<file path="src/rtl/prog_loader_if.sv">
// Byte-stream valid/ready channel feeding the program loader.
// master drives in_data/in_valid; slave (the loader) returns in_ready.
interface prog_loader_if;
   logic [7:0] in_data;
   logic       in_valid;
   logic       in_ready;

   modport master (
      output in_data,
      output in_valid,
      input  in_ready
   );

   modport slave (
      input  in_data,
      input  in_valid,
      output in_ready
   );
endinterface

</file>
<file path="src/rtl/prog_loader.sv">
// Instruction-memory program loader: assembles little-endian words from a
// byte stream, writes them through the core program port, then releases it.
// Ports: clk, reset (async active-low), start, s (byte stream, slave),
//   ProgMode/Addr_Prog/Data_Prog/Prog_we (program port), cpu_reset,
//   busy, done, error.
// Optional macro PROG_LOADER_CHECKSUM_EN: expect a trailing XOR checksum byte.
module prog_loader #(
   parameter int WORD_W   = 32,
   parameter int ADDR_W   = 8,
   parameter int RST_HOLD = 2
) (
   input  logic              clk,
   input  logic              reset,
   input  logic              start,
   prog_loader_if.slave      s,
   output logic              ProgMode,
   output logic [ADDR_W-1:0] Addr_Prog,
   output logic [WORD_W-1:0] Data_Prog,
   output logic              Prog_we,
   output logic              cpu_reset,
   output logic              busy,
   output logic              done,
   output logic              error
);

   localparam int          BPW   = WORD_W / 8;
   localparam int          BW    = (BPW > 1) ? $clog2(BPW) : 1;
   localparam logic [31:0] DEPTH = 32'd1 << ADDR_W;

   typedef enum logic [2:0] {
      S_IDLE, S_HDR0, S_HDR1, S_DATA,
      S_CKSUM, S_REL, S_RUN, S_ERR
   } state_t;

   state_t            state_q, state_d;
   logic [7:0]        lo_q, lo_d;
   logic [15:0]       n_q, n_d;
   logic [15:0]       widx_q, widx_d;
   logic [BW-1:0]     bidx_q, bidx_d;
   logic [WORD_W-1:0] asm_q, asm_d;
   logic [WORD_W-1:0] wdata_q, wdata_d;
   logic [ADDR_W-1:0] waddr_q, waddr_d;
   logic              we_q, we_d;
   logic [3:0]        hold_q, hold_d;
   logic [7:0]        csum_q, csum_d;

   logic              xfer;
   logic [WORD_W-1:0] merged;
   logic [15:0]       hdr_n;
   logic              hdr_ok;
   logic              last_byte;
   logic              last_word;

   assign s.in_ready = (state_q == S_HDR0) || (state_q == S_HDR1) ||
                       (state_q == S_DATA) || (state_q == S_CKSUM);
   assign xfer      = s.in_valid && s.in_ready;
   assign hdr_n     = {s.in_data, lo_q};
   assign hdr_ok    = (hdr_n != 16'd0) && ({16'd0, hdr_n} <= DEPTH);
   assign last_byte = (bidx_q == BW'(BPW - 1));
   assign last_word = (widx_q == n_q - 16'd1);

   // Current byte dropped into its little-endian lane of the partial word.
   always_comb begin
      merged = asm_q;
      merged[8*int'(bidx_q) +: 8] = s.in_data;
   end

   always_comb begin
      state_d = state_q;
      lo_d    = lo_q;
      n_d     = n_q;
      widx_d  = widx_q;
      bidx_d  = bidx_q;
      asm_d   = asm_q;
      wdata_d = wdata_q;
      waddr_d = waddr_q;
      we_d    = 1'b0;
      hold_d  = hold_q;
      csum_d  = csum_q;
      unique case (state_q)
         S_IDLE, S_RUN, S_ERR: begin
            if (start) begin
               state_d = S_HDR0;
               widx_d  = '0;
               bidx_d  = '0;
               asm_d   = '0;
               csum_d  = '0;
            end
         end
         S_HDR0: begin
            if (xfer) begin
               lo_d    = s.in_data;
               state_d = S_HDR1;
            end
         end
         S_HDR1: begin
            if (xfer) begin
               n_d     = hdr_n;
               state_d = hdr_ok ? S_DATA : S_ERR;
            end
         end
         S_DATA: begin
            if (xfer) begin
               csum_d = csum_q ^ s.in_data;
               if (last_byte) begin
                  we_d    = 1'b1;
                  wdata_d = merged;
                  waddr_d = widx_q[ADDR_W-1:0];
                  widx_d  = widx_q + 16'd1;
                  bidx_d  = '0;
                  asm_d   = '0;
                  if (last_word) begin
                     hold_d = '0;
`ifdef PROG_LOADER_CHECKSUM_EN
                     state_d = S_CKSUM;
`else
                     state_d = S_REL;
`endif
                  end
               end else begin
                  asm_d  = merged;
                  bidx_d = bidx_q + BW'(1);
               end
            end
         end
         S_CKSUM: begin
`ifdef PROG_LOADER_CHECKSUM_EN
            if (xfer)
               state_d = (s.in_data == csum_q) ? S_REL : S_ERR;
`else
            state_d = S_ERR;
`endif
         end
         S_REL: begin
            // ProgMode is already high; keep the core held RST_HOLD cycles.
            if (hold_q == 4'(RST_HOLD - 1))
               state_d = S_RUN;
            else
               hold_d = hold_q + 4'd1;
         end
         default: state_d = S_IDLE;
      endcase
   end

   always_ff @(posedge clk or negedge reset) begin
      if (!reset) begin
         state_q <= S_IDLE;
         lo_q    <= '0;
         n_q     <= '0;
         widx_q  <= '0;
         bidx_q  <= '0;
         asm_q   <= '0;
         wdata_q <= '0;
         waddr_q <= '0;
         we_q    <= 1'b0;
         hold_q  <= '0;
         csum_q  <= '0;
      end else begin
         state_q <= state_d;
         lo_q    <= lo_d;
         n_q     <= n_d;
         widx_q  <= widx_d;
         bidx_q  <= bidx_d;
         asm_q   <= asm_d;
         wdata_q <= wdata_d;
         waddr_q <= waddr_d;
         we_q    <= we_d;
         hold_q  <= hold_d;
         csum_q  <= csum_d;
      end
   end

   assign ProgMode  = (state_q == S_REL) || (state_q == S_RUN);
   assign cpu_reset = (state_q != S_RUN);
   assign busy      = (state_q == S_HDR0) || (state_q == S_HDR1) ||
                      (state_q == S_DATA) || (state_q == S_CKSUM) ||
                      (state_q == S_REL);
   assign done      = (state_q == S_RUN);
   assign error     = (state_q == S_ERR);
   assign Addr_Prog = waddr_q;
   assign Data_Prog = wdata_q;
   assign Prog_we   = we_q;

endmodule

</file>
<file path="src/flat_wrapper.sv">
// flat-port wrapper written by rule: the top's interface ports become plain ports
module prog_loader_flat 
#(
   parameter int WORD_W   = 32,
   parameter int ADDR_W   = 8,
   parameter int RST_HOLD = 2
)
  (clk, reset, start, ProgMode, Addr_Prog, Data_Prog, Prog_we, cpu_reset, busy, done, error, s_in_data, s_in_valid, s_in_ready);
  prog_loader_if s_i ();
  input  logic clk;
  input  logic reset;
  input  logic start;
  output logic ProgMode;
  output logic [ADDR_W-1:0] Addr_Prog;
  output logic [WORD_W-1:0] Data_Prog;
  output logic Prog_we;
  output logic cpu_reset;
  output logic busy;
  output logic done;
  output logic error;
  input wire logic [$bits(s_i.in_data)-1:0] s_in_data;
  input wire logic [$bits(s_i.in_valid)-1:0] s_in_valid;
  output wire logic [$bits(s_i.in_ready)-1:0] s_in_ready;
  assign s_i.in_data = s_in_data;
  assign s_i.in_valid = s_in_valid;
  assign s_in_ready = s_i.in_ready;
  prog_loader #(.WORD_W(WORD_W), .ADDR_W(ADDR_W), .RST_HOLD(RST_HOLD)) u_core (.clk(clk), .reset(reset), .start(start), .s(s_i), .ProgMode(ProgMode), .Addr_Prog(Addr_Prog), .Data_Prog(Data_Prog), .Prog_we(Prog_we), .cpu_reset(cpu_reset), .busy(busy), .done(done), .error(error));
endmodule
</file>
<file path="config.mk">
export PLATFORM = sky130hd
export DESIGN_NAME = prog_loader_flat
export DESIGN_NICKNAME = d
export VERILOG_FILES = /design/src/rtl/prog_loader_if.sv /design/src/rtl/prog_loader.sv /design/src/flat_wrapper.sv
export SDC_FILE = /design/constraint.sdc
export NUM_CORES = 1
export LEC_CHECK = 0
export BUFFER_PORTS_ARGS = -buffer_cell sky130_fd_sc_hd__buf_2
export CORE_MARGIN = 2
export CORE_UTILIZATION = 30
export CTS_CLUSTER_DIAMETER = 50
export DETAILED_ROUTE_END_ITERATION = 7
export PLACE_DENSITY = 0.46
export SYNTH_ARGS = -nofsm -noshare
export SYNTH_HDL_FRONTEND = slang
export SYNTH_SLANG_ARGS = --single-unit
</file>
<file path="constraint.sdc">
create_clock -name clk -period 3.63 [get_ports clk]
set_clock_uncertainty 0.2 [all_clocks]
set_input_delay 0.1815 -clock clk [delete_from_list [all_inputs] [get_ports clk]]
set_output_delay 0.1815 -clock clk [all_outputs]
set_load 0.005 [all_outputs]
</file>
# Word-level counts from Yosys, hierarchy flattened
# Index checks and enable logic that the tools add are counted.
# classes
add_sub_neg,5
n_lt_le_gt_ge,1
eq_ne,19
n_shift,2
muxes,30
n_reduce_logical,19
# op_table
op,count
$mux 32,3
$pmux 32 s2,1
$mux 16,3
$neg 5->33,1
$shift 8x33->32 const A,1
$shiftx 8x33->32,1
$bwmux 32,1
$pmux 16 s2,1
$mux 3,8
$pmux 3 s6,1
$add 16x1->16 const B,1
$eq 16x16->1,1
$le 16x9->1 const B,1
$mux 4,4
$reduce_bool 16->1,1
$sub 16x1->16 const B,1
$eq 3x3->1 const B,4
$ne 2x1->1 const B,6
$pmux 4 s2,1
$reduce_and 7->1,1
$eq 3x2->1 const B,2
$mux 2,3
$reduce_and 3->1,2
$logic_or 1x1->1,5
other kinds (16),22
# totals
ff_bits,122
inputBits,12
wordCells,86

# Logic depth before layout (Yosys ltp)
# Gate-level depths: netlist of the first run.
# depth
depth_word,7
ltp_mapped,9

# Worst setup path after synthesis of the first run
# Ideal clock, no wire load.
# synth_timing
path_type,flip-flop to flip-flop
from,register u_core.n_q[0]
to,register u_core.hold_q[1]
setup_time_ns,0.128
t_arrival_ns,2.432
setup_slack_ns,0.870
path_stages_with_launch,10
n_path_buf,0
period_less_slack_ns,2.760
cell_sequence,dfrtp_1 inv_1 ha_1 or4b_4 nor4b_1 o21ai_0 a21oi_1 o2111ai_2 o31ai_4 mux2_1
# synth_via
elab_chain_len,4
# synth_rtl
element,line,rtl
start: declaration,prog_loader.sv:37,"logic [15:0] n_q, n_d;"
start signal: assignment,prog_loader.sv:161,n_q <= n_d;
$sub 16x1->16,prog_loader.sv:60,assign last_word = (widx_q == n_q - 16'd1);
$eq 16x16->1,prog_loader.sv:60,
$ne 2x1->1 (no source line),-,
$reduce_and 5->1 (no source line),-,
end signal: assignment,prog_loader.sv:168,hold_q <= hold_d;
end: declaration,prog_loader.sv:44,"logic [3:0] hold_q, hold_d;"
# No other way between the ends.
# A chain may end at the register's enable or synchronous reset.

# Final worst setup path of the first run
# Same ends and word-level chain as after synthesis.

==> results of run 1 <==
-- routing by layer --
| metal | share of wire | GRT usage | vias up |
|---|---|---|---|
| met4 | 0.018 | 0.0525 | 0 |
| met3 | 0.032 | 0.0329 | 25 |
| li1 | - | - | 2198 |
| met1 | 0.46 | 0.203 | 2306 |
| met2 | 0.49 | 0.260 | 72 |
| met5 | 0 | 0 | - |
-- stage by stage --
step                       util  total power (µW)  std cells  hold slack [ns]  worst slack, ns
after floorplan               -              3430        593           -0.314            0.870
after global placement    0.337              4130        887            0.193            0.720
after detailed placement  0.337              4160        887            0.206            0.632
after CTS                 0.369              5950        920           0.0431            0.615
after global routing      0.369              6280        920           0.0576            0.393
final                     0.369              5880        920           0.0575            0.597
-- worst max-delay path by stage --
stage,to,depth (start not counted)
final,u_core.hold_q[1]$_DFFE_PN0P_,9
after global routing,u_core.hold_q[1]$_DFFE_PN0P_,9
after CTS,u_core.hold_q[1]$_DFFE_PN0P_,9
after detailed placement,u_core.hold_q[1]$_DFFE_PN0P_,9
after global placement,u_core.hold_q[1]$_DFFE_PN0P_,9
after floorplan,u_core.hold_q[1]$_DFFE_PN0P_,9
-- cell type report --
cell class              count  area [µm²]
flip-flops and latches    122        3050
clock inverters             7         114
fillers                  1969       12400
clock buffers              23         498
inverters                   8        30.0
repair buffers             71         423
multi-input cells         424        2790
well taps                 265         332
-- Yosys cell counts, types with 2 or more instances --
master    number
and3_1         8
mux2_2        31
o21ai_1        4
mux2i_1        2
and2_1         5
buf_2          2
ha_1          10
clkbuf_1      28
a21oi_1       70
xor2_1        16
nor4b_1        2
inv_1          8
nor2b_1       35
a22oi_1        5
nand2_1       22
nand3_1       17
nor2_1        73
nand2b_1       3
buf_1          9
nor3_1        13
a31oi_1        6
a32o_1         4
xnor2_1       18
nand4_1        7
or3_1          3
o21a_1         2
o21ai_0        9
or2_2          2
dfrtp_1      122
nor4_1         8
nor3b_1        2
a22o_1        24
-- flip-flops by register name, summed over array words and instances, names as in the netlist, 3 cells and up --
name and flops:
u_core.hold_q 4, u_core.asm_q 32, u_core.state_q 3, u_core.Addr_Prog 8, u_core.widx_q 16, u_core.lo_q 8, u_core.Data_Prog 32, u_core.n_q 16
-- power groups by stage --
| stage | logic (µW) | registers (µW) | clock network, µW |
|---|---|---|---|
| finish | 1940 | 2190 | 1750 |
| floorplan | 1370 | 2060 | 0 |
| CTS | 1970 | 2190 | 1790 |
| detailed placement | 1960 | 2210 | 0 |
| global placement | 1940 | 2190 | 0 |
| global route | 2160 | 2260 | 1860 |
-- critical path, stage by stage (launching register included) --
cell	delay, ns
dfrtp_1	0.41
inv_1	0.10
ha_1	0.25
or4b_4	0.53
nor4b_1	0.31
o21ai_0	0.12
a21oi_1	0.19
o2111ai_2	0.21
o31ai_4	0.27
mux2_1	0.34
-- timing repair --
item | in CTS | in global routing
gates resized for setup | 0 | 0
setup buffers | 0 | 0
endpoints found under the hold margin | 75 | 0
hold buffers | 3 | 0
-- cells in the final DEF (no fill, tap or decap), types with 4 or more instances in the layout --
| cell | count |
|---|---|
| dfrtp_1 | 122 |
| nor2_1 | 72 |
| a21oi_1 | 70 |
| buf_2 | 57 |
| nor2b_1 | 35 |
| mux2_2 | 31 |
| a22o_1 | 24 |
| nand2_1 | 22 |
| xnor2_1 | 18 |
| nand3_1 | 17 |
| clkbuf_16 | 17 |
| xor2_1 | 16 |
| nor3_1 | 13 |
| ha_1 | 10 |
| o21ai_0 | 9 |
| buf_4 | 9 |
| inv_1 | 8 |
| and3_1 | 8 |
| nor4_1 | 8 |
| nand4_1 | 7 |
| a31oi_1 | 6 |
| and2_1 | 5 |
| a22oi_1 | 5 |
| clkbuf_8 | 5 |
| o21ai_1 | 4 |
| a32o_1 | 4 |
-- kinds of logic after synthesis --
kind of cell / after synthesis / share of synthesized area
and+or+nand+nor: 211 / 0.185
AOI/OAI and AO/OA: 135 / 0.144
DFF: 122 / 0.508
buffers and inverters: 47 / 0.0298
xor gates and xnor gates: 34 / 0.0495
muxes: 34 / 0.0633
adders and majority gates: 10 / 0.0208
==> results.md, run 1 <==
* Via density at 5.00
* Max Buffers Root-to-Sink at 2
* DRC at 0
* Initial antenna violation count at 0
* Setup crit start: u_core.n_q[0]$_DFFE_PN0P_
* DRT Pass-1 Iters at 4
* Reg power frac at 0.372
* Post-synth ARST share at 1.00
* Final Setup Violations at 0
* Synth area leaders: dfrtp_1 51%, a21oi_1 5.8%, mux2_2 5.8%
* WP data required at 3.72 ns
* Core area at 0.0196 mm²
* GRT Residual Overflow at 0
* Maximum net fanout on the critical path at 6
* RSZ-0062 raised after global routing: no
* Final count of hold timing violations at 0
* Cells after Synth at 593
* Switching share of total power at 0.355
* Io pins at 59
* Detail Placement HPWL at 11000 µm
* Syn Nets at 615
* Via count at 4601
* Min-delay src: s_in_data[2]
* Dpl cell area at 0.00660 mm²
* Tcrit/Tclk final at 0.835
* Final wirelength at 16000 µm
* Die span in y at 146 µm
* Max Cap Viol at 0
* Worst skew pair latency at 0.41 ns
* Synth top area share at 0.508
* Post-synth EDFFs at 0
* Clock power share at 0.298
* Status: finished clean
* Yosys warnings at 0
* Syn Std Cell Area at 0.00601 mm²
* CP Capture Type: register
* Pleak at 0.00323 µW
* Hold crit path type: in -> reg
* FMAX at 330 MHz
* WHS Path Cells at 3
* Cell Int Power at 3790 µW
* CTS tree: built
* Synth Area per Inst at 10.1 µm²
* Worst setup SP type: register
* Layout cells sized above 1 at 0.212
* Die X at 146 µm
* Die ar. at 0.0212 mm²
* First-pass GRT wire length at 26200 µm
* Gate power share at 0.330
* Final min period at 3.03 ns
* Cell accounting for the most synthesized area: dfrtp_1
* Slew Limit Fails at 0
* P&R area growth vs syn at 20.4%
* Reg2reg start: u_core.n_q[0]$_DFFE_PN0P_
* Initial core utilization at 0.307
* R2R depth at 9
* Largest net degree at the start of global routing at 74
* Site row count at 51
* Ant diodes at 0
* Final ANT Viol Nets at 0
* Hold Path Sink: u_core.Data_Prog[18]$_DFFE_PN0P_
* Root Buffer: clkbuf_16
* H-tree depth at 4
* Wirelength per Cell at 17.4 µm
* Vias in the first global route at 4702
* Slew @ Worst Pin at 1.05 ns
* Clock slew at reported path FFs at 0.06 ns
* PD cells at 812 mW/mm²
* Flop2flop setup slack at 0.60 ns
* Critical Path AT at 3.13 ns
* Yosys cell types at 55
* Psw at 2090 µW
* Setup_tns at 0 ns
* CP Class: reg -> reg
* Fin area at 0.00724 mm²
* Worst VDD drop at 0.000447 V
* GRT Total Usage at 0.156
* Relative slew slack at 0.293
* Iteration-0 DRC Markers at 306
* Final #Nets at 666
* Worst r2r dst: u_core.hold_q[1]$_DFFE_PN0P_
* CTS Buf Count at 17
* Ys flop type: dfrtp_1
* Placer Congestion at 0.881
* Clock sink total at 122
* #FFs+latches synth at 122
* # port buffers at 58
* Seq/Total Area, Yosys at 0.508
(Power assumes the default switching activity.)
==> run 2, diff against run 1 <==
==> constraint.sdc (replaced) <==
create_clock -name clk -period 3.1 [get_ports clk]
set_clock_uncertainty 0.2 [all_clocks]
set_input_delay 0.155 -clock clk [delete_from_list [all_inputs] [get_ports clk]]
set_output_delay 0.155 -clock clk [all_outputs]
set_load 0.005 [all_outputs]
==> results.md, run 2 (same netlist as run 1, synthesis figures left out) <==
* Status: finished clean
* # port buffers at 58 (unchanged)
* Max Cap Viol at 0 (unchanged)
* Die X at 146 µm (unchanged)
* Dpl cell area at 0.00666 mm² (+0.91%)
* Placer Congestion at 0.791 (-10%)
* Critical Path AT at 3.05 ns (-0.08 ns)
* CP Class: reg -> reg
* CP Capture Type: register
* Site row count at 51 (unchanged)
* Final min period at 2.96 ns (-0.0679 ns)
* Largest net degree at the start of global routing at 54 (-27%)
* DRT Pass-1 Iters at 4 (unchanged)
* Final ANT Viol Nets at 0 (unchanged)
* Switching share of total power at 0.358 (+0.00332)
* H-tree depth at 4 (unchanged)
* Initial core utilization at 0.307 (unchanged)
* PnR worst setup slack at 0.135 ns (-0.462 ns)
* Psw at 2470 µW (+18%)
* Final wirelength at 16200 µm (+0.72%)
* Clock slew at reported path FFs at 0.05 ns (about the same)
* CTS tree: built
* RSZ-0062 raised after global routing: no
* Slew @ Worst Pin at 0.679 ns (-0.373 ns)
* Setup bufs post-CTS at 0 (unchanged)
* CTS Buf Count at 17 (unchanged)
* GRT Residual Overflow at 0 (unchanged)
* Commonest non-fill, non-tap cell in the layout: dfrtp_1
* Hold crit path type: in -> reg
* P&R area growth vs syn at 21.1%
* Worst VDD drop at 0.000418 V (-6.4%)
* Pleak at 0.00325 µW (+0.77%)
* GRT Total Usage at 0.157 (+0.00119)
* Core area at 0.0196 mm² (unchanged)
* Util after Layout at 0.372 (+0.00236)
* Detail Placement HPWL at 11000 µm (+0.16%)
* Die ar. at 0.0212 mm² (unchanged)
* Relative slew slack at 0.547 (+0.254)
* Clock power share at 0.288 (-0.010)
* Final #Nets at 674 (+1.2%)
* Wirelength per Cell at 17.4 µm (-0.15%)
* Slew Limit Fails at 0 (unchanged)
* Reg power frac at 0.366 (-0.006)
* Post-place setup slack at 0.123 ns (-0.509 ns)
* Ant diodes at 0 (unchanged)
* PD cells at 947 mW/mm² (+17%)
* Final count of hold timing violations at 0 (unchanged)
* Most frequent cells in the layout: 122 x dfrtp_1, 72 x nor2_1, 70 x a21oi_1, 57 x buf_2, 35 x nor2b_1
* Layout cells sized above 1 at 0.223 (+0.0110)
* Final Setup Violations at 0 (unchanged)
* Gate power share at 0.346 (+0.016)
* Fin area at 0.00728 mm² (+0.64%)
* Max Buffers Root-to-Sink at 2 (unchanged)
* Vias in the first global route at 4690 (-0.26%)
* Setup_tns at 0 ns (unchanged)
* Cell Int Power at 4430 µW (+17%)
* Iteration-0 DRC Markers at 290 (-5.2%)
* Via count at 4687 (+1.9%)
* Worst setup SP type: register
* Io pins at 59 (unchanged)
* DRC at 0 (unchanged)
* FMAX at 337 MHz (+2.3%)
* Worst skew pair latency at 0.41 ns (about the same)
* Maximum net fanout on the critical path at 6 (unchanged)
* Root Buffer: clkbuf_16
* Clock sink total at 122 (unchanged)
* Initial antenna violation count at 0 (unchanged)
* Tcrit/Tclk final at 0.956 (+0.121)
* Die span in y at 146 µm (unchanged)
* WHS at 0.0364 ns (-0.0211 ns)
* First-pass GRT wire length at 26000 µm (-0.55%)
* WP data required at 3.19 ns (-0.53 ns)
* Via density at 5.05 (+0.99%)
[run 2: routing by layer]
layer  track usage  up-vias  share of wire  routed length (µm)
met5             0        -              0                   0
li1              -     2210              -                   -
met4        0.0485        0          0.013                 210
met2         0.264       82           0.49                7990
met1         0.204     2378           0.46                7500
met3        0.0339       17          0.029                 464
[run 2: what timing repair did]
item / in CTS / in global routing
endpoints found under the hold margin: 51 / 0
hold buffers: 3 / 0
gates resized for setup: 0 / 4
setup endpoints to repair: 0 / 4
[run 2: path summary, 6_finish.rpt]
kind	startpoint	endpoint	slack, ns	depth (start not counted)
worst max-delay path	u_core.n_q[0]$_DFFE_PN0P_	u_core.hold_q[1]$_DFFE_PN0P_	0.14	9
worst min-delay path	s_in_data[6]	u_core.Data_Prog[22]$_DFFE_PN0P_	0.04	3
worst max register to register	u_core.n_q[0]$_DFFE_PN0P_	u_core.hold_q[1]$_DFFE_PN0P_	0.14	9
worst min register to register	u_core.asm_q[4]$_DFFE_PN0P_	u_core.asm_q[4]$_DFFE_PN0P_	0.29	1
max in group asynchronous	reset	u_core.Data_Prog[21]$_DFFE_PN0P_	1.85	3
min in group asynchronous	reset	u_core.hold_q[0]$_DFFE_PN0P_	0.11	2
[run 2: per-stage QoR]
stage	instances	power, µW
final	928	6900
after global routing	928	7360
after CTS	928	6960
after detailed placement	895	4920
after global placement	895	4880
after floorplan	593	4010
[run 2: power groups by stage]
stage          Combinational, µW  Clock, µW  Sequential [µW]
2_1_floorplan               1610          0             2410
3_3_place_gp                2350          0             2520
3_5_place_dp                2390          0             2530
4_1_cts                     2410       2030             2520
5_1_grt                     2660       2100             2600
6_report                    2390       1980             2520
[run 2: final cells by class]
type / instances / area (µm²)
fillers: 1970 / 12300
clock inverters: 8 / 119
clock buffers: 22 / 464
multi-input cells: 424 / 2800
well taps: 265 / 332
repair buffers: 79 / 483
inverters: 8 / 30.0
flip-flops and latches: 122 / 3050
[run 2: critical path: stages (launching register included)]
cell and delay (ns):
dfrtp_1 0.41, inv_1 0.11, ha_2 0.22, or4b_4 0.51
nor4b_1 0.27, o21ai_0 0.11, a21oi_1 0.17, o2111ai_2 0.21
o31ai_4 0.28, mux2_1 0.34
